===== src/rtl/uart_rx.sv =====
// UART 8N1 receiver: 2-flop synchroniser, centre sampling at a sel-selected bit
// period, valid/ack handshake, one-cycle framing and overrun pulses.
module uart_rx #(
  parameter int DATA_BITS = 8,
  parameter int HALF_ADJ  = 0
) (
  input  logic                 CLK,
  input  logic                 reset_external,
  input  logic [2:0]           sel,
  input  logic                 rx_in,
  input  logic                 rx_ack,
  output logic [DATA_BITS-1:0] rx_data,
  output logic                 rx_valid,
  output logic                 frame_err,
  output logic                 overrun_err,
  output logic                 busy
);
  localparam logic [2:0] S_IDLE  = 3'd0;
  localparam logic [2:0] S_START = 3'd1;
  localparam logic [2:0] S_DATA  = 3'd2;
  localparam logic [2:0] S_STOP  = 3'd3;
  localparam logic [2:0] S_BREAK = 3'd4;

  logic                 r_sync1, r_sync2;
  logic [2:0]           r_state;
  logic [10:0]          r_cnt;
  logic [10:0]          r_per;
  logic [2:0]           r_bit;
  logic [DATA_BITS-1:0] r_shift;
  logic [DATA_BITS-1:0] r_data;
  logic                 r_valid, r_ferr, r_oerr;

  logic                 w_rx_s;
  logic [10:0]          w_sel_per;
  logic [10:0]          w_per_m1;
  logic [10:0]          w_half_m1;
  logic                 w_good;

  assign w_rx_s = r_sync2;

  always_comb begin
    case (sel)
      3'd0:    w_sel_per = 11'd1920;
      3'd1:    w_sel_per = 11'd960;
      3'd2:    w_sel_per = 11'd480;
      3'd3:    w_sel_per = 11'd320;
      3'd4:    w_sel_per = 11'd160;
      3'd5:    w_sel_per = 11'd80;
      3'd6:    w_sel_per = 11'd40;
      default: w_sel_per = 11'd20;
    endcase
  end

  // Terminal counts use the period latched at frame start, not the live sel.
  assign w_per_m1  = r_per - 11'd1;
  assign w_half_m1 = {1'b0, r_per[10:1]} + 11'(HALF_ADJ) - 11'd1;
  assign w_good    = (r_state == S_STOP) && (r_cnt == w_per_m1) && w_rx_s;

  always_ff @(posedge CLK or posedge reset_external) begin
    if (reset_external) begin
      r_sync1 <= 1'b1;
      r_sync2 <= 1'b1;
      r_state <= S_IDLE;
      r_cnt   <= '0;
      r_per   <= '0;
      r_bit   <= '0;
      r_shift <= '0;
      r_data  <= '0;
      r_valid <= 1'b0;
      r_ferr  <= 1'b0;
      r_oerr  <= 1'b0;
    end else begin
      r_sync1 <= rx_in;
      r_sync2 <= r_sync1;
      r_ferr  <= 1'b0;
      r_oerr  <= 1'b0;
      r_cnt   <= r_cnt + 11'd1;
      case (r_state)
        S_IDLE: begin
          r_cnt <= '0;
          if (!w_rx_s) begin
            r_per   <= w_sel_per;
            r_state <= S_START;
          end
        end
        S_START: begin
          if (r_cnt == w_half_m1) begin
            r_cnt   <= '0;
            r_bit   <= '0;
            r_state <= w_rx_s ? S_IDLE : S_DATA;
          end
        end
        S_DATA: begin
          if (r_cnt == w_per_m1) begin
            r_cnt   <= '0;
            r_shift <= {w_rx_s, r_shift[DATA_BITS-1:1]};
            r_bit   <= r_bit + 3'd1;
            if (r_bit == 3'(DATA_BITS-1)) r_state <= S_STOP;
          end
        end
        S_STOP: begin
          if (r_cnt == w_per_m1) begin
            r_cnt <= '0;
            if (w_rx_s) begin
              r_data  <= r_shift;
              r_state <= S_IDLE;
            end else begin
              r_ferr  <= 1'b1;
              r_state <= S_BREAK;
            end
          end
        end
        S_BREAK: begin
          // One error per low stretch: wait here until the line recovers.
          r_cnt <= '0;
          if (w_rx_s) r_state <= S_IDLE;
        end
        default: begin
          r_cnt   <= '0;
          r_state <= S_IDLE;
        end
      endcase

      if (w_good) begin
        r_valid <= 1'b1;
        r_oerr  <= r_valid && !rx_ack;
      end else if (rx_ack && r_valid) begin
        r_valid <= 1'b0;
      end
    end
  end

  assign rx_data     = r_data;
  assign rx_valid    = r_valid;
  assign frame_err   = r_ferr;
  assign overrun_err = r_oerr;
  assign busy        = (r_state != S_IDLE);

endmodule

===== config.mk =====
export PLATFORM = sky130hd
export DESIGN_NAME = uart_rx
export DESIGN_NICKNAME = d
export VERILOG_FILES = /design/src/rtl/uart_rx.sv
export SDC_FILE = /design/constraint.sdc
export NUM_CORES = 1
export LEC_CHECK = 0
export CORE_UTILIZATION = 40
export CTS_BUF_LIST = sky130_fd_sc_hd__clkbuf_4 sky130_fd_sc_hd__clkbuf_8
export CTS_CLUSTER_SIZE = 24
export DETAILED_ROUTE_END_ITERATION = 8
export SETUP_SLACK_MARGIN = 0.1
export SLEW_MARGIN = 20
export SYNTH_ARGS = -nofsm -noshare
export SYNTH_HDL_FRONTEND = slang
export SYNTH_SLANG_ARGS = --single-unit

===== constraint.sdc =====
create_clock -name CLK -period 3 [get_ports CLK]
set_input_delay 0.6 -clock CLK [delete_from_list [all_inputs] [get_ports CLK]]
set_output_delay 0.6 -clock CLK [all_outputs]
set_load 0.02 [all_outputs]

==> summary.md <==
| Metric | Value |
|---|---|
| Total Power | `2630 uW` |
| R2R Setup Slk | `240 ps` |
| Cell repeated most along the worst path | `a2111oi_4` |
| Post-synth ARST share | `1.00` |
| Initial antenna violation count | `0` |
| Fmax | `362 MHz` |
| ANT nets after route | `0` |
| Vias | `1945` |
| Slew HR | `0.592` |
| Vias per cell | `5.46` |
| Fin nets | `289` |
| PwrDens | `845 mW/mm2` |
| First-pass GRT wire length | `9470 um` |
| Met2 usage | `0.251` |
| FF/Latch Area | `0.00118 mm2` |
| P_leak | `0.00137 uW` |
| Worst-path clk slew | `100 ps` |
| DR iter-0 viols | `101` |
| Clk buf depth | `2` |
| Fraction of layout cells with a size suffix above 1 | `0.208` |
| Cell Chain, Critical Path | `inv_1 > ha_2 > or3b_4 > a2111oi_4 > o22ai_2 > a2111oi_4 > and2b_2 > and2_2 > mux2_4` |
| Crit path DAT | `2970 ps` |
| Vias in the first global route | `1895` |
| Die X | `84.4 um` |
| Final setup fails | `0` |
| Layout area overhead | `14.6%` |
| Skew final | `16.2 ps` |
| Min-Delay Path Class | `reg2reg` |
| Starting Density | `0.420` |
| Critical Path Fanout Max | `5` |
| CTS root buf | `clkbuf_8` |
| #FFs+latches synth | `47` |
| Sum Neg Setup Slack | `0 ps` |
| Status | `completed` |
| H-tree Lvls | `2` |
| Period minus WS final | `2760 ps` |
| TritonRoute pass-1 iters | `4` |
| Final slew viol count | `0` |
| Row cnt | `29` |
| Routed wire per std cell | `15.8 um` |
| Max-cap violations | `0` |
| Peak supply drop | `0.546 mV` |
| Die area | `0.00712 mm2` |
| Unique masters post-synth | `59` |
| IO Pins | `19` |
| GP Congestion | `0.813` |
| EDFF count, synth | `0` |
| Synthesized area | `0.00271 mm2` |
| Area of the multi-input gates | `0.00143 mm2` |
| Num CTS Buffers | `5` |
| DP HPWL | `4010 um` |
| Tcrit/Tclk final | `0.921` |
| Most frequent cells in the layout | `dfrtp_1, nand2_1, clkdlybuf4s50_1` |
| Crit Path Class | `reg2reg` |
| N_diodes | `0` |
| Clock Latency Late Sink | `310 ps` |
| Syn Nets | `272` |
| Total core area | `0.00646 mm2` |
| Worst-Margin Slew | `612 ps` |
| Met3 usage | `0.0364` |
| Port bufs | `18` |
| Worst EP required | `3200 ps` |
| GRT Total Usage | `0.169` |
| CTS tree | `built` |
| Hold Vio Cnt, Final | `0` |
| CP max-delay cell | `dfrtp_1` |
| Unrepaired setup endpoints after global routing | `no` |
| Top Usage Layer GRT | `met2` |
| GR Util met1 | `0.241` |
| Pin count of the biggest net entering global routing | `48` |
| Dominant synthesized flop cell | `dfrtp_1` |
| Seq/Total Area, Yosys | `0.434` |
| Syn avg cell area | `10.4 um2` |
| Crit path largest cell delay | `420 ps` |
| Chip height | `84.4 um` |
| Most common cell after layout, fill and taps aside | `dfrtp_1` |
| Total grt overflow | `0` |
| Fill cells | `611` |
| Worst setup EP type | `register` |
| YS warnings | `0` |
| Routed WL | `5630 um` |
| DRC | `0` |
| CP Launch Type | `register` |
| CTS Hold Bufs | `0` |
| # clock sinks | `47` |
| Gate Count Post-Synth | `261` |
critical path, delay by kind of cell, from the launching register on:
kind            cells  cell delay, ps
compound gates      3             820
fa+ha+maj           1             190
buf+inv             1              70
flops               1             420
mux                 1             310
simple gates        3             860
flip-flops by register name (all words and copies together), names as in the netlist:
signal / flops
frame_err: 1
overrun_err: 1
r_bit: 3
r_cnt: 11
r_per: 9
r_shift: 8
r_state: 3
r_sync1: 1
r_sync2: 1
rx_data: 8
rx_valid: 1
layout make-up:
type	instances	share of cell area
flip-flops and latches	47	0.379
inverters	12	0.0145
clock buffers	6	0.0265
well taps	77	0.0310
multi-input cells	183	0.460
repair buffers	29	0.0845
clock inverters	2	0.00442
per-stage QoR:
stage	area [um2]	setup slack, ps	util	instances	hold WS [ps]
5_1_grt	3110	63.8	0.482	356	370
3_3_place_gp	2950	282	0.456	344	346
4_1_cts	3040	203	0.471	352	361
6_report	3110	236	0.482	356	360
3_5_place_dp	2950	229	0.456	344	347
2_1_floorplan	2710	142	-	261	345
routing by layer:
metal | wire (um) | share of wire | vias up
met4 | 104 | 0.018 | 0
li1 | - | - | 964
met3 | 199 | 0.035 | 11
met1 | 2820 | 0.50 | 930
met5 | 0 | 0 | -
met2 | 2500 | 0.44 | 40
cell families (layout without fill, tap and decap cells):
logic type / Yosys count / in the layout / share of synthesized area
muxes: 21 / 21 / 0.0973
DFF: 47 / 47 / 0.434
xor gates and xnor gates: 24 / 24 / 0.0881
and+or+nand+nor: 89 / 90 / 0.177
AOI/OAI and AO/OA: 44 / 44 / 0.131
buffers and inverters: 32 / 49 / 0.0544
adders and majority gates: 4 / 4 / 0.0184
worst paths after layout:
| path | cells after the start | startpoint | endpoint |
|---|---|---|---|
| setup / recovery | 9 | r_per[2]$_DFFE_PP0P_ | r_shift[6]$_DFFE_PP0P_ |
| hold / removal | 0 | r_sync1$_DFF_PP1_ | r_sync2$_DFF_PP1_ |
| setup reg to reg | 9 | r_per[2]$_DFFE_PP0P_ | r_shift[6]$_DFFE_PP0P_ |
| hold reg to reg | 0 | r_sync1$_DFF_PP1_ | r_sync2$_DFF_PP1_ |
| max in group asynchronous | 3 | reset_external | r_per[3]$_DFFE_PP0P_ |
| min in group asynchronous | 3 | reset_external | rx_data[2]$_DFFE_PP0P_ |
where the power goes:
group          leakage, uW  internal (uW)  switching, uW  total [uW]
combinational     0.000692            589            692        1280
clock            0.0000516            189            224         413
sequential        0.000624            746            190         935
what timing repair did:
action,in CTS,in global routing
setup endpoints to repair,0,28
resized for setup,0,8
buffers inserted,0,3
synth_stat cells (5+ instances only):
cell      count  area (um2)
nor3_1       12        60.1
xor2_1       12         105
nand4_1       5        31.3
o21ai_0      11        55.1
mux2_4        8         120
inv_1        12        45.0
a21oi_1       5        25.0
nand2_1      19        71.3
xnor2_1      10        87.6
clkbuf_1     13        48.8
mux2_2       11         124
dfrtp_1      45        1130
nand3_1      12        60.1
nor2_1       14        52.6
Note: power is estimated with default switching activity, not from simulation.
